**config.mk**
```make
export PLATFORM = sky130hd
export DESIGN_NAME = sd_req_arbiter_flat
export DESIGN_NICKNAME = d
export VERILOG_FILES = /design/src/rtl/sd_arb_pkg.sv /design/src/rtl/sd_req_arbiter_if.sv /design/src/rtl/sd_rr_pick.sv /design/src/rtl/sd_req_arbiter.sv /design/src/flat_wrapper.sv
export SDC_FILE = /design/constraint.sdc
export NUM_CORES = 1
export LEC_CHECK = 0
export ABC_AREA = 1
export CAP_MARGIN = 5
export CORE_MARGIN = 2
export CORE_UTILIZATION = 35
export DETAILED_ROUTE_END_ITERATION = 10
export PLACE_DENSITY = 0.78
export SLEW_MARGIN = 5
export SYNTH_ARGS = -nofsm -noshare
export SYNTH_HDL_FRONTEND = slang
export SYNTH_SLANG_ARGS = --single-unit
export TNS_END_PERCENT = 5
```
**constraint.sdc**
```tcl
create_clock -name clk_sys -period 1.7 [get_ports clk_sys]
set_input_delay 0.255 -clock clk_sys [delete_from_list [all_inputs] [get_ports clk_sys]]
set_output_delay 0.255 -clock clk_sys [all_outputs]
set_load 0.05 [all_outputs]
```
**src/rtl/sd_arb_pkg.sv**
```systemverilog
// Shared types for the SD sector-request arbiter: FSM states, requester
// index type and the latched operation encoding.
package sd_arb_pkg;

   localparam int NREQ_MAX = 4;

   typedef logic [$clog2(NREQ_MAX)-1:0] idx_t;

   typedef enum logic [1:0] {
      IDLE  = 2'd0,
      ISSUE = 2'd1,
      XFER  = 2'd2,
      DONE  = 2'd3
   } state_t;

   typedef enum logic {
      OP_RD = 1'b0,
      OP_WR = 1'b1
   } op_t;

endpackage

```
**src/rtl/sd_req_arbiter_if.sv**
```systemverilog
// Requester-side and SD-channel-side signals of the arbiter. The master
// modport is the arbiter itself; slave is the environment around it.
interface sd_req_arbiter_if #(
   parameter int NREQ = 2
);
   logic [NREQ-1:0]    req_rd;
   logic [NREQ-1:0]    req_wr;
   logic [NREQ*32-1:0] req_lba;
   logic [NREQ*8-1:0]  req_din;
   logic [31:0]        sd_lba;
   logic               sd_rd;
   logic               sd_wr;
   logic               sd_ack;
   logic               sd_dout_strobe;
   logic               sd_din_strobe;
   logic [7:0]         sd_din;
   logic [NREQ-1:0]    grant_ack;
   logic [NREQ-1:0]    grant_dout_strobe;
   logic [NREQ-1:0]    grant_din_strobe;
   logic [NREQ-1:0]    grant_done;
   logic [NREQ-1:0]    grant_err;
   logic               busy;

   modport master (
      input  req_rd, req_wr, req_lba, req_din, sd_ack, sd_dout_strobe, sd_din_strobe,
      output sd_lba, sd_rd, sd_wr, sd_din, grant_ack, grant_dout_strobe,
             grant_din_strobe, grant_done, grant_err, busy
   );

   modport slave (
      output req_rd, req_wr, req_lba, req_din, sd_ack, sd_dout_strobe, sd_din_strobe,
      input  sd_lba, sd_rd, sd_wr, sd_din, grant_ack, grant_dout_strobe,
             grant_din_strobe, grant_done, grant_err, busy
   );
endinterface

```
**src/rtl/sd_rr_pick.sv**
```systemverilog
// Combinational round-robin selector: first pending requester found after
// last_owner, wrapping modulo NREQ.
module sd_rr_pick
   import sd_arb_pkg::*;
#(
   parameter int NREQ = 2
) (
   input  logic [NREQ-1:0] pending,
   input  idx_t            last_owner,
   output idx_t            owner,
   output logic            valid
);

   int best_s;
   int dist_s;

   // Pick the pending requester with the smallest rotation distance.
   always_comb begin
      owner  = last_owner;
      valid  = 1'b0;
      best_s = NREQ;
      dist_s = 0;
      for (int i = 0; i < NREQ; i++) begin
         dist_s = (i + NREQ - 1 - int'(last_owner)) % NREQ;
         if (pending[i] && (dist_s < best_s)) begin
            best_s = dist_s;
            owner  = idx_t'(i);
            valid  = 1'b1;
         end else begin
            best_s = best_s;
         end
      end
   end

endmodule

```
**src/rtl/sd_req_arbiter.sv**
```systemverilog
// Round-robin arbiter sharing one SD sector channel among NREQ requesters.
// Optional issue timeout is built when SD_ARB_TIMEOUT_EN is defined.
module sd_req_arbiter
   import sd_arb_pkg::*;
#(
   parameter int NREQ = 2
`ifdef SD_ARB_TIMEOUT_EN
   , parameter int TIMEOUT = 65535
`endif
) (
   input logic         clk_sys,
   input logic         reset,
   sd_req_arbiter_if.master bus
);

   state_t          state_q, state_d;
   idx_t            owner_q, owner_d;
   idx_t            last_q, last_d;
   op_t             op_q, op_d;
   logic [31:0]     lba_q, lba_d;
   logic            cmd_q, cmd_d;
   logic [NREQ-1:0] done_q, done_d;
   logic [NREQ-1:0] err_q, err_d;
`ifdef SD_ARB_TIMEOUT_EN
   logic [15:0]     cnt_q, cnt_d;
`endif

   idx_t            pick_owner_s;
   logic            pick_valid_s;
   logic [NREQ-1:0] pick_oh_s;
   logic [NREQ-1:0] own_oh_s;
   logic [31:0]     pick_lba_s;
   logic [7:0]      own_din_s;
   logic            held_s;
   logic            busy_s;

   sd_rr_pick #(.NREQ(NREQ)) u_pick (
      .pending    (bus.req_rd | bus.req_wr),
      .last_owner (last_q),
      .owner      (pick_owner_s),
      .valid      (pick_valid_s)
   );

   // One-hot decodes and per-requester muxes for the candidate and the owner.
   always_comb begin
      pick_oh_s  = '0;
      own_oh_s   = '0;
      pick_lba_s = 32'd0;
      own_din_s  = 8'd0;
      for (int i = 0; i < NREQ; i++) begin
         pick_oh_s[i] = pick_valid_s & (pick_owner_s == idx_t'(i));
         own_oh_s[i]  = (owner_q == idx_t'(i));
         pick_lba_s   = pick_lba_s | (bus.req_lba[32*i +: 32] & {32{pick_oh_s[i]}});
         own_din_s    = own_din_s | (bus.req_din[8*i +: 8] & {8{own_oh_s[i]}});
      end
      held_s = (op_q == OP_RD) ? |(bus.req_rd & own_oh_s) : |(bus.req_wr & own_oh_s);
   end

   // Next-state logic; sd_ack wins over a simultaneous request drop.
   always_comb begin
      state_d = state_q;
      owner_d = owner_q;
      last_d  = last_q;
      op_d    = op_q;
      lba_d   = lba_q;
      cmd_d   = cmd_q;
      done_d  = '0;
      err_d   = '0;
`ifdef SD_ARB_TIMEOUT_EN
      cnt_d   = cnt_q;
`endif
      case (state_q)
         IDLE: begin
            if (pick_valid_s) begin
               state_d = ISSUE;
               owner_d = pick_owner_s;
               op_d    = (|(bus.req_rd & pick_oh_s)) ? OP_RD : OP_WR;
               lba_d   = pick_lba_s;
               cmd_d   = 1'b1;
`ifdef SD_ARB_TIMEOUT_EN
               cnt_d   = 16'd1;
`endif
            end else begin
               cmd_d   = 1'b0;
            end
         end
         ISSUE: begin
            if (bus.sd_ack) begin
               state_d = XFER;
               cmd_d   = 1'b0;
            end else if (!held_s) begin
               state_d = IDLE;
               cmd_d   = 1'b0;
               last_d  = owner_q;
`ifdef SD_ARB_TIMEOUT_EN
            end else if (cnt_q == 16'(TIMEOUT)) begin
               state_d = IDLE;
               cmd_d   = 1'b0;
               last_d  = owner_q;
               err_d   = own_oh_s;
            end else begin
               cnt_d   = cnt_q + 16'd1;
            end
`else
            end else begin
               cmd_d   = 1'b1;
            end
`endif
         end
         XFER: begin
            if (!bus.sd_ack) begin
               state_d = DONE;
               done_d  = own_oh_s;
            end else begin
               state_d = XFER;
            end
         end
         DONE: begin
            state_d = IDLE;
            last_d  = owner_q;
         end
         default: begin
            state_d = IDLE;
            cmd_d   = 1'b0;
         end
      endcase
   end

   // State and registered command/pulse flops.
   always_ff @(posedge clk_sys or posedge reset) begin
      if (reset) begin
         state_q <= IDLE;
         owner_q <= idx_t'(0);
         last_q  <= idx_t'(NREQ - 1);
         op_q    <= OP_RD;
         lba_q   <= 32'd0;
         cmd_q   <= 1'b0;
         done_q  <= '0;
         err_q   <= '0;
`ifdef SD_ARB_TIMEOUT_EN
         cnt_q   <= 16'd0;
`endif
      end else begin
         state_q <= state_d;
         owner_q <= owner_d;
         last_q  <= last_d;
         op_q    <= op_d;
         lba_q   <= lba_d;
         cmd_q   <= cmd_d;
         done_q  <= done_d;
         err_q   <= err_d;
`ifdef SD_ARB_TIMEOUT_EN
         cnt_q   <= cnt_d;
`endif
      end
   end

   assign busy_s                = (state_q != IDLE);
   assign bus.busy              = busy_s;
   assign bus.sd_lba            = lba_q;
   // The command falls combinationally in the same cycle sd_ack rises.
   assign bus.sd_rd             = cmd_q & (op_q == OP_RD) & ~bus.sd_ack;
   assign bus.sd_wr             = cmd_q & (op_q == OP_WR) & ~bus.sd_ack;
   assign bus.sd_din            = busy_s ? own_din_s : 8'd0;
   assign bus.grant_ack         = own_oh_s & {NREQ{bus.sd_ack & busy_s}};
   assign bus.grant_dout_strobe = own_oh_s & {NREQ{bus.sd_dout_strobe & busy_s}};
   assign bus.grant_din_strobe  = own_oh_s & {NREQ{bus.sd_din_strobe & busy_s}};
   assign bus.grant_done        = done_q;
   assign bus.grant_err         = err_q;

endmodule

```
**src/flat_wrapper.sv**
```systemverilog
// flat-port wrapper written by rule: the top's interface ports become plain ports
module sd_req_arbiter_flat import sd_arb_pkg::*;
#(
   parameter int NREQ = 2

)
  (clk_sys, reset, bus_req_rd, bus_req_wr, bus_req_lba, bus_req_din, bus_sd_ack, bus_sd_dout_strobe, bus_sd_din_strobe, bus_sd_lba, bus_sd_rd, bus_sd_wr, bus_sd_din, bus_grant_ack, bus_grant_dout_strobe, bus_grant_din_strobe, bus_grant_done, bus_grant_err, bus_busy);
  sd_req_arbiter_if #(.NREQ(NREQ)) bus_i ();
  input logic clk_sys;
  input logic reset;
  input wire logic [$bits(bus_i.req_rd)-1:0] bus_req_rd;
  input wire logic [$bits(bus_i.req_wr)-1:0] bus_req_wr;
  input wire logic [$bits(bus_i.req_lba)-1:0] bus_req_lba;
  input wire logic [$bits(bus_i.req_din)-1:0] bus_req_din;
  input wire logic [$bits(bus_i.sd_ack)-1:0] bus_sd_ack;
  input wire logic [$bits(bus_i.sd_dout_strobe)-1:0] bus_sd_dout_strobe;
  input wire logic [$bits(bus_i.sd_din_strobe)-1:0] bus_sd_din_strobe;
  output wire logic [$bits(bus_i.sd_lba)-1:0] bus_sd_lba;
  output wire logic [$bits(bus_i.sd_rd)-1:0] bus_sd_rd;
  output wire logic [$bits(bus_i.sd_wr)-1:0] bus_sd_wr;
  output wire logic [$bits(bus_i.sd_din)-1:0] bus_sd_din;
  output wire logic [$bits(bus_i.grant_ack)-1:0] bus_grant_ack;
  output wire logic [$bits(bus_i.grant_dout_strobe)-1:0] bus_grant_dout_strobe;
  output wire logic [$bits(bus_i.grant_din_strobe)-1:0] bus_grant_din_strobe;
  output wire logic [$bits(bus_i.grant_done)-1:0] bus_grant_done;
  output wire logic [$bits(bus_i.grant_err)-1:0] bus_grant_err;
  output wire logic [$bits(bus_i.busy)-1:0] bus_busy;
  assign bus_i.req_rd = bus_req_rd;
  assign bus_i.req_wr = bus_req_wr;
  assign bus_i.req_lba = bus_req_lba;
  assign bus_i.req_din = bus_req_din;
  assign bus_i.sd_ack = bus_sd_ack;
  assign bus_i.sd_dout_strobe = bus_sd_dout_strobe;
  assign bus_i.sd_din_strobe = bus_sd_din_strobe;
  assign bus_sd_lba = bus_i.sd_lba;
  assign bus_sd_rd = bus_i.sd_rd;
  assign bus_sd_wr = bus_i.sd_wr;
  assign bus_sd_din = bus_i.sd_din;
  assign bus_grant_ack = bus_i.grant_ack;
  assign bus_grant_dout_strobe = bus_i.grant_dout_strobe;
  assign bus_grant_din_strobe = bus_i.grant_din_strobe;
  assign bus_grant_done = bus_i.grant_done;
  assign bus_grant_err = bus_i.grant_err;
  assign bus_busy = bus_i.busy;
  sd_req_arbiter #(.NREQ(NREQ)) u_core (.clk_sys(clk_sys), .reset(reset), .bus(bus_i));
endmodule
```
==> out/metrics.yaml <==
route:
  drt_iter0_drc: 138
  via_per_inst: 4.80
  wl_per_cell_um: 13.3
  ant_nets: 0
  dr.pass1.iters: 4
  drcViolationCount: 0
  routed_wl_um: 7970
  num_vias: 2877
synthesis:
  synthesis.instances: 361
  syn_area_um2: 2440
  synth_compound_area_share_pct: 4.05
  synth_warnings: 0
  synth_adder_area_share_pct: 0.512
  netlist.area_leader.share_pct: 42.0
  synth_area_leader_cell: "dfrtp_1"
  muxShareOfSynthArea_pct: 0
  yosys.area_share.xor_xnor_pct: 0
  ys_types: 22
  synth_area_leaders: "dfrtp_1 42%, nand2_1 25%, nand3_1 14%"
  avgSynthCellArea_um2: 6.77
  synth_top_family_by_area: "simple AND/OR/NAND/NOR gates"
  ys_seq_area_share_pct: 43.1
  synth_seq_cells: 42
  synthSimpleGateAreaFrac_pct: 45.3
finish:
  diodes: 0
  fin_area_um2: 4470
  drive_gt1_share_pct: 24.1
  seq_area_um2: 1050
  fin_nets: 608
  area_growth_pct: 82.8
  multiInputGateArea_um2: 1340
  post-route-util_pct: 66.1
  fill_cells: 568
  finalNonFillerCells: 599
worst_setup_path:
  crit_fanout: 18
  path_cells: "inv_2 -> a21oi_2 -> ha_1 -> nand2_1 -> nand2_1 -> nand2_2 -> nand2_4 -> a21oi_4 -> buf_12 -> nand2_1 -> nand2_1"
  regToRegSetupSlack_ns: -0.12
  cp.arrival_ns: 2.06
  worst_path_max_delay_cell: "dfstp_2"
  regToRegStartpoint: "u_core.last_q[0]"
  critical_path_buf_inv_count: 2
  cp.required_ns: 1.93
  end_kind: "flip-flop"
  endpoint: "u_core.bus.sd_lba[10]"
  crit_family: "flip-flops"
  crit_cells: 11
  crit_start: "u_core.last_q[0]"
  cpPeakStageDelay_ns: 0.55
  ff2ff_path_depth: 11
  crit_type: "reg -> reg"
  crit_path_start_kind: "flip-flop"
  reg2reg_to: "u_core.bus.sd_lba[10]"
  critPathMostFrequentCell: "nand2_1"
place:
  dp_hpwl_um: 6160
  io_buffers: 139
  place_inst: 588
  place_area_um2: 4250
  gp_congestion: 0.821
clock_tree:
  cts.sinks: 42
  cts.path.max_buffers: 2
  htree_num_levels: 2
  cts-root-buf: "clkbuf_8"
  cts.clk_slew.worst_paths_ns: 0.08
  tritoncts: "yes"
  clk_latency_ns: 0.29
  cts_buffers: 5
  cts_hold_buf: 0
power_and_ir_drop:
  power_frac_comb_pct: 71.0
  p_leak_uw: 0.00225
  power.share.switching_pct: 51.8
  pwr-share-seq_pct: 20.9
  switching_power_uw: 4280
  power_density_nw_per_um2: 1850
  pwr-share-clk_pct: 8.1
  peakVddDrop_mv: 1.27
  p_int_uw: 3980
floorplan:
  die-area_um2: 7660
  die_x_um: 87.5
  start_util_pct: 36.1
  fp.dieH_um: 87.5
  coreArea_um2: 6760
  row_count: 30
  num_io_pins: 142
global_routing:
  grt_start_max_net_pins: 23
  grt_pass1_vias: 2865
  gr-usage-all-layers_pct: 21.3
  grt_pass1_wl_um: 13000
  grt_remaining_overflow: 0
  antenna_found_initial: 0
timing:
  finalSetupTns_ns: -4.02
  finalClockSkew_ns: 0.00223
  maxSlewViolCount: 0
  final.setup.worst_slack_ns: -0.125
  setup_viol: 44
  rsz0062_at_grt: "yes"
  final-hold-violation-count: 0
  fin_crit_sh_pct: 107
  post-route-min-period_ns: 1.82
  clock.fmax_mhz: 548
status:
  violations: "negative setup slack"
  status: "complete, but fails checks"
hold_path:
  hold_class: "in -> async"
flow_run:
  maxCapViolCount: 0
## worst reg2reg max path: stages (launching register included)
cell and delay (ns):
dfstp_2 0.55, inv_2 0.04, a21oi_2 0.12, ha_1 0.23, nand2_1 0.07, nand2_1 0.05, nand2_2 0.10, nand2_4 0.10
a21oi_4 0.21, buf_12 0.17, nand2_1 0.07, nand2_1 0.06
## metrics by stage
step,setup WS [ns],total power [uW],hold WS (ns)
after floorplan,-0.188,5060,0.379
after global placement,-0.365,7260,0.463
after detailed placement,-0.434,7360,0.466
after CTS,-0.0942,8280,0.274
after global routing,-0.247,8780,0.279
final,-0.125,8260,0.274
## synth_stat cells
library cell / count
nand4_1: 1
nor2_2: 1
o21ai_0: 6
nand2_1: 165
o211ai_1: 1
clkbuf_1: 6
buf_2: 9
ha_1: 1
dfstp_2: 1
nand2_2: 2
inv_1: 17
a21oi_4: 1
nor3_1: 8
nand2_4: 1
conb_1: 1
dfrtp_1: 41
nand3_1: 70
buf_1: 6
a21oi_1: 9
buf_4: 2
nor2_1: 10
nor2_4: 2
## registers in the layout, indices dropped and copies added (netlist names), named ones only
register / cells
u_core.bus.grant_done: 2
u_core.bus.sd_lba: 32
u_core.cmd_q: 1
u_core.last_q: 2
u_core.op_q: 1
u_core.owner_q: 2
u_core.state_q: 1
## metal layers
metal,wire length [um],global-route usage [%],part of all wire [%]
met5,0,0,0
met4,33,4.48,0.41
met3,450,5.00,5.6
met2,4230,39.0,53
met1,3250,25.5,41
## power groups by stage
stage,sequential [uW],clock (uW),combinational [uW]
final,1730,666,5870
after global routing,1780,744,6250
after CTS,1720,693,5860
after detailed placement,1720,0,5650
after global placement,1710,0,5550
after floorplan,2870,0,2190
## layout by cell type, fill, tap and decap left out, types with 2 or more instances in the layout
| cell type | n |
|---|---|
| buf_4 | 56 |
| buf_6 | 6 |
| nor3_1 | 2 |
| nand2_2 | 3 |
| o21ai_0 | 5 |
| nand2_4 | 3 |
| nor3_2 | 5 |
| nand3_1 | 70 |
| conb_1 | 2 |
| buf_12 | 22 |
| nor2_4 | 4 |
| inv_1 | 14 |
| nand2_1 | 162 |
| inv_2 | 3 |
| clkbuf_8 | 6 |
| clkdlybuf4s50_1 | 88 |
| nor2_1 | 8 |
| dfrtp_2 | 2 |
| dfrtp_1 | 39 |
| a21oi_2 | 7 |
| a21oi_4 | 3 |
## cell type report
class	count	share of cell area, %
inverters	17	1.43
well taps	80	2.24
flip-flops and latches	42	23.6
clock buffers	6	1.85
clock inverters	2	0.280
repair buffers	172	40.5
multi-input cells	280	30.1
## kinds of logic (layout without fill, tap and decap cells)
logic type / after synthesis / count (layout)
simple gates: 260 / 260
buf+inv: 40 / 197
fa+ha+maj: 1 / 1
flops: 42 / 42
compound gates: 17 / 17
other cells: 1 / 2
## repair_timing
| item | CTS | global route |
|---|---|---|
| endpoints found under the setup margin | 50 | 51 |
| buffers inserted | 3 | 0 |
| resized for setup | 23 | 7 |
| pin swaps | 3 | 4 |
| gates cloned | 0 | 0 |
## how the worst min path moves through the flow
stage	to	slack, ns	cells past startpoint
final	u_core.bus.sd_lba[29]	0.27	2
after CTS	u_core.bus.sd_lba[29]	0.27	2
after detailed placement	u_core.bus.sd_lba[30]	0.47	2
after global placement	u_core.bus.sd_lba[12]	0.46	2
after global routing	u_core.bus.sd_lba[29]	0.28	2
after floorplan	u_core.cmd_q	0.38	1
Note: power is estimated with default switching activity, not from simulation.
